`src/rtl/dmem_arbiter.sv`:
```
// dmem_arbiter: core and debug/loader ports share one single-port data memory, one word per 3 cycles.
// Define DMEM_ARB_RR_EN for round-robin tie-breaking; otherwise fixed priority with core winning.
module dmem_arbiter #(
  parameter int ADDR_W = 9,
  parameter int DATA_W = 32
) (
  input  logic              i_clk,
  input  logic              i_reset,
  input  logic              i_core_req,
  input  logic              i_core_we,
  input  logic [ADDR_W-1:0] i_core_addr,
  input  logic [DATA_W-1:0] i_core_wdata,
  output logic [DATA_W-1:0] o_core_rdata,
  output logic              o_core_ack,
  input  logic              i_dbg_req,
  input  logic              i_dbg_we,
  input  logic [ADDR_W-1:0] i_dbg_addr,
  input  logic [DATA_W-1:0] i_dbg_wdata,
  output logic [DATA_W-1:0] o_dbg_rdata,
  output logic              o_dbg_ack,
  output logic              o_wr,
  output logic              o_rd,
  output logic [ADDR_W-1:0] o_addr,
  output logic [DATA_W-1:0] o_wr_data,
  input  logic [DATA_W-1:0] i_rd_data,
  output logic              o_busy
);

  typedef enum logic [1:0] {S_IDLE, S_ACCESS, S_RESP} state_t;
  localparam logic ID_CORE = 1'b0;
  localparam logic ID_DBG  = 1'b1;

  state_t            r_state, w_state_nxt;
  logic              r_id, r_we;
  logic [ADDR_W-1:0] r_addr;
  logic [DATA_W-1:0] r_wr_data, r_core_rdata, r_dbg_rdata;
  logic              w_grant, w_win_id;
  logic              w_wr, w_rd, w_core_ack, w_dbg_ack, w_rd_done;

`ifdef DMEM_ARB_RR_EN
  logic r_ptr;

  // The pointer only breaks ties; every grant hands the next tie to the other port.
  always_comb begin
    w_win_id = ID_CORE;
    if (i_core_req && i_dbg_req) w_win_id = r_ptr;
    else if (i_dbg_req)          w_win_id = ID_DBG;
  end

  always_ff @(posedge i_clk or posedge i_reset) begin
    if (i_reset)      r_ptr <= ID_CORE;
    else if (w_grant) r_ptr <= ~w_win_id;
  end
`else
  assign w_win_id = i_core_req ? ID_CORE : ID_DBG;
`endif

  always_comb begin
    w_state_nxt = r_state;
    w_grant     = 1'b0;
    w_wr        = 1'b0;
    w_rd        = 1'b0;
    w_core_ack  = 1'b0;
    w_dbg_ack   = 1'b0;
    case (r_state)
      S_IDLE: begin
        if (i_core_req || i_dbg_req) begin
          w_grant     = 1'b1;
          w_state_nxt = S_ACCESS;
        end
      end
      S_ACCESS: begin
        w_wr        = r_we;
        w_rd        = ~r_we;
        w_state_nxt = S_RESP;
      end
      S_RESP: begin
        w_core_ack  = (r_id == ID_CORE);
        w_dbg_ack   = (r_id == ID_DBG);
        w_state_nxt = S_IDLE;
      end
      default: w_state_nxt = S_IDLE;
    endcase
  end

  // Read data arrives during RESP; pass it straight through with the ack, then hold it.
  assign w_rd_done = (r_state == S_RESP) && !r_we;

  always_ff @(posedge i_clk or posedge i_reset) begin
    if (i_reset) begin
      r_state      <= S_IDLE;
      r_id         <= ID_CORE;
      r_we         <= 1'b0;
      r_addr       <= '0;
      r_wr_data    <= '0;
      r_core_rdata <= '0;
      r_dbg_rdata  <= '0;
    end else begin
      r_state <= w_state_nxt;
      if (w_grant) begin
        r_id      <= w_win_id;
        r_we      <= (w_win_id == ID_CORE) ? i_core_we    : i_dbg_we;
        r_addr    <= (w_win_id == ID_CORE) ? i_core_addr  : i_dbg_addr;
        r_wr_data <= (w_win_id == ID_CORE) ? i_core_wdata : i_dbg_wdata;
      end
      if (w_rd_done && (r_id == ID_CORE)) r_core_rdata <= i_rd_data;
      if (w_rd_done && (r_id == ID_DBG))  r_dbg_rdata  <= i_rd_data;
    end
  end

  assign o_core_rdata = (w_rd_done && (r_id == ID_CORE)) ? i_rd_data : r_core_rdata;
  assign o_dbg_rdata  = (w_rd_done && (r_id == ID_DBG))  ? i_rd_data : r_dbg_rdata;
  assign o_core_ack   = w_core_ack;
  assign o_dbg_ack    = w_dbg_ack;
  assign o_wr         = w_wr;
  assign o_rd         = w_rd;
  assign o_addr       = r_addr;
  assign o_wr_data    = r_wr_data;
  assign o_busy       = (r_state != S_IDLE);

endmodule
```
`config.mk`:
```
export PLATFORM = sky130hd
export DESIGN_NAME = dmem_arbiter
export DESIGN_NICKNAME = d
export VERILOG_FILES = /design/src/rtl/dmem_arbiter.sv
export SDC_FILE = /design/constraint.sdc
export NUM_CORES = 1
export LEC_CHECK = 0
export BUFFER_PORTS_ARGS = -buffer_cell sky130_fd_sc_hd__buf_2
export CAP_MARGIN = 20
export CELL_PAD_IN_SITES_DETAIL_PLACEMENT = 1
export CELL_PAD_IN_SITES_GLOBAL_PLACEMENT = 2
export CORE_MARGIN = 5
export CORE_UTILIZATION = 32
export DETAILED_ROUTE_END_ITERATION = 16
export PLACE_DENSITY_LB_ADDON = 0.1
export SLEW_MARGIN = 20
export SYNTH_ARGS = -nofsm -noshare
export SYNTH_HDL_FRONTEND = slang
export SYNTH_SLANG_ARGS = --single-unit
```
`constraint.sdc`:
```
create_clock -name i_clk -period 4.7 [get_ports i_clk]
set_input_delay 0.47 -clock i_clk [delete_from_list [all_inputs] [get_ports i_clk]]
set_output_delay 0.47 -clock i_clk [all_outputs]
set_load 0.05 [all_outputs]
```
-- Word level (Yosys, flattened, before mapping)
Cells that the tools add are included.
- equality and inequality tests: 3
- mux-type cells: 14
- bitwise logic cells: 2
- reductions and logical operators: 7
- operators by type and width (cell ; number):
    32-bit two-way mux ; 3
    9-bit two-way mux ; 1
    1-bit two-way mux ; 8
    2-bit case mux with 2 select lines ; 1
    1-bit logical AND ; 3
    2-bit by 1-bit == test with 1-bit output (second input constant) ; 1
    2-bit == test (second input constant) ; 1
    2-bit zero test ; 1
    2-bit two-way mux ; 1
    2-bit inequality test (second input constant) ; 1
    1-bit NOT ; 2
    2-bit nonzero test ; 1
    1-bit zero test ; 1
    1-bit logical OR ; 1
- bits in registers: 109
- input bits: 120
- output and inout bits: 110
- word-level logic and storage cells: 33

-- Logic depth before layout (Yosys ltp)
- depth after elaboration: 4
- gate-level depth with buffers: 5
- gate-level depth less buffers: 3

-- Least setup slack after synthesis
No wires, ideal clock.
- kind: register -> output
- start point: reg r_state[0]
- end point: out o_dbg_rdata[10]
- data arrival time: 1807 ps
- required time: 4230 ps
- path slack: 2423 ps
- stages on the path, launching flop included: 6
- buffers on the path: 2
- cells stage by stage: dfrtp_1 -> and3b_1 -> nor2b_4 -> buf_6 -> buf_6 -> mux2_4
- word-level cells in the longest chain between the ends: 4
- RTL lines (what ; line ; RTL):
    start, declared ; 33 ; state_t r_state, w_state_nxt;
    start signal, assigned ; 99 ; r_state <= w_state_nxt;
    2-bit == test ; 87 ; assign w_rd_done = (r_state == S_RESP) && !r_we;
    1-bit logical AND ; 87 ;
    1-bit logical AND ; 112 ; assign o_dbg_rdata = (w_rd_done && (r_id == ID_DBG)) ? i_rd_data : r_dbg_rdata;
    32-bit two-way mux ; -- ;
    end, declared ; 19 ; output logic [DATA_W-1:0] o_dbg_rdata,
Every way passes these cells.

-- Worst setup path in the final report
- start point: reg r_id
- end point: out o_dbg_rdata[0]
- word-level cells in the longest chain between the ends: 2
- RTL lines (what ; line ; RTL):
    start, declared ; 34 ; logic r_id, r_we;
    start signal, assigned ; 101 ; r_id <= w_win_id;
    1-bit logical AND ; 112 ;
    32-bit two-way mux ; -- ;
Every way passes these cells.

==> qor.txt <==
Max Freq = 0.327 GHz
cts hold-fix bufs = 0
Least-Margin Pin Slew = 732 ps
CTS Buf Count = 9
largest net degree at the start of global routing = 81
detailed placement HPWL = 9370 um
routed wire length = 12,300 um
synthesized area = 4740 um^2
core area = 14,500 um^2
YS warnings = 0
Sink Count = 109
RSZ-0062 raised after global routing = false
Worst Skew = 7.45 ps
Synth Area in XOR/XNOR = 0%
top routing layer used = met4
Worst path max stage delay = 510 ps
area of the die = 17,400 um^2
ANT nets after route = 0
final setup TNS = 0 ps
# setup viols final = 0
first-pass GRT wire length = 19,800 um
layout cells sized above 1 = 73.6%
Final #Nets = 635
register bit total from synthesis = 109
Critical Path RT = 4230 ps
drt drc = 0
routed vias/inst = 4.54
TritonRoute pass-1 iters = 4
Slew HR = 51.2%
Synth Instances = 288
Initial Util = 32.6%
row count = 44
DIE HEIGHT = 132 um
crit path time final = 3060 ps
I/O Buffers = 229
worst path cell trace = and3b_1, nor2b_4, buf_4, mux2_2, buf_2
Fin. Hold Viols = 0
clk slew on worst S/H paths = 70 ps
Post-Synth Simple-Gate Area = 1.37%
worst skew pair latency = 350 ps
htree depth = 3
worst r2r path cells = 4
vias in the first global route = 3,671
Root Driver = clkbuf_16
met2 WL post-DR = 6070 um
Area growth syn-to-layout = 32.8%
DR iter-0 viols = 116
# fillers = 1,584
startpoint types = register
Mapped Avg Cell Area = 16.5 um^2
routed len/inst = 17.5 um
CP arrival = 2590 ps
Final WS setup = 1640 ps
critical path class = register to output port
Area contributors post-synth = dfrtp_1 58%, mux2_2 24%, mux2_4 9.5%
Max-Cap Viols = 0
die width = 132 um
post-synthesis mux area share = 37.5%
CTS Buffer Depth = 2
CTS tree = yes
HP Class = input port to asynchronous set/reset pin
Top Ports = 230
# diodes = 0
Synth Area in Adders = 0%
area fraction of the dominant cell type after synthesis = 57.5%
complex-gate fraction of the synthesized area = 0.369%
status = complete, no violations
Final Wtd Congestion = 0.727
Slew Limit Fails = 0
CP max FO = 20
post-synth net total = 408
Tcrit/Tclk final = 65.1%
Setup Buffers After CTS = 0
sequential fraction of the synthesis area = 57.5%
Tot GR Track Use = 14.3%
main combinational cell family by area after synthesis = multiplexers
initial antenna violation count = 0
Post-CTS Resized = 0
remaining global-route overflow = 0
largest area contributor in the netlist = dfrtp_1
DRT met1 WL = 4970 um
Met3 Routed Length = 1160 um
via count = 3,195
crit path capture type = output port
CP max-delay cell = nor2b_4
Synth cell types = 17
dpl ws = 1960 ps
==> final timing paths <==
check / to / slack, ps / startpoint
worst min register to register: o_wr_data[13] / 480 / o_wr_data[13]
worst min-delay path: o_wr_data[14] / 250 / i_reset
worst max-delay path: o_dbg_rdata[0] / 1640 / r_id
min in group i_clk: r_dbg_rdata[7] / 370 / i_rd_data[7]
max in group asynchronous: r_core_rdata[2] / 3530 / i_reset
worst max register to register: r_dbg_rdata[0] / 2550 / r_id
==> area by class of cell <==
cell class / instances / area, um^2 / area share, %
well taps: 184 / 230 / 3.65
multi-input cells: 160 / 1880 / 29.8
inverters: 2 / 12.5 / 0.199
clock buffers: 12 / 256 / 4.07
clock inverters: 3 / 21.3 / 0.338
flip-flops and latches: 109 / 2730 / 43.3
repair buffers: 233 / 1180 / 18.7
==> critical path: cells and delay by family (launching register included) <==
family	cells	cell delay [ps]
flops	1	430
mux	1	400
simple gates	2	730
buf+inv	2	660
==> logic make-up (layout without fill, tap and decap cells) <==
logic type      after synthesis  after routing
mux                         148            148
buf+inv                      19            250
compound gates                3              3
flops                       109            109
simple gates                  9              9
==> through the flow <==
step | utilization (%) | hold WS [ps] | cell area, um^2 | std cells
floorplan | - | 458 | 4740 | 288
global placement | 41.4 | 461 | 6010 | 688
detailed placement | 41.4 | 473 | 6010 | 688
CTS | 43.3 | 353 | 6290 | 703
global route | 43.3 | 327 | 6300 | 703
finish | 43.3 | 253 | 6300 | 703
==> cell usage after synthesis (all sizes together) <==
cell    number
nor2b        3
nand2b       1
buf         17
nor3         1
inv          2
o21a         1
dfrtp      109
mux2       148
and3b        1
a21oi        2
and2         1
nor2         2
==> routing by layer <==
layer	global-route usage, %	vias up
met4	3.14	0
met2	23.7	132
met3	7.18	9
li1	-	1470
met5	0	-
met1	16.6	1584
==> flip-flops by register name, indices dropped and copies added (netlist names) <==
signal        flops
o_addr            9
r_state           2
r_we              1
r_dbg_rdata      32
r_core_rdata     32
o_wr_data        32
r_id              1
==> placed cells by master, fill, tap and decap left out <==
cell type   instances
and2_1              1
clkbuf_16           9
inv_1               1
nor2b_1             2
mux2_2            101
clkinv_2            1
mux2_4             30
nand2b_1            1
nor3_4              1
nor2b_4             1
and3b_1             1
clkinvlp_4          1
clkbuf_8            2
clkbuf_1            1
clkinv_4            1
a21oi_1             2
buf_4               4
mux2_1             17
buf_2             229
inv_6               1
o21a_4              1
dfrtp_1           109
nor2_1              2
Power is not shown: default switching activity piles up to over one toggle a cycle in this logic, so the estimate is an artifact.
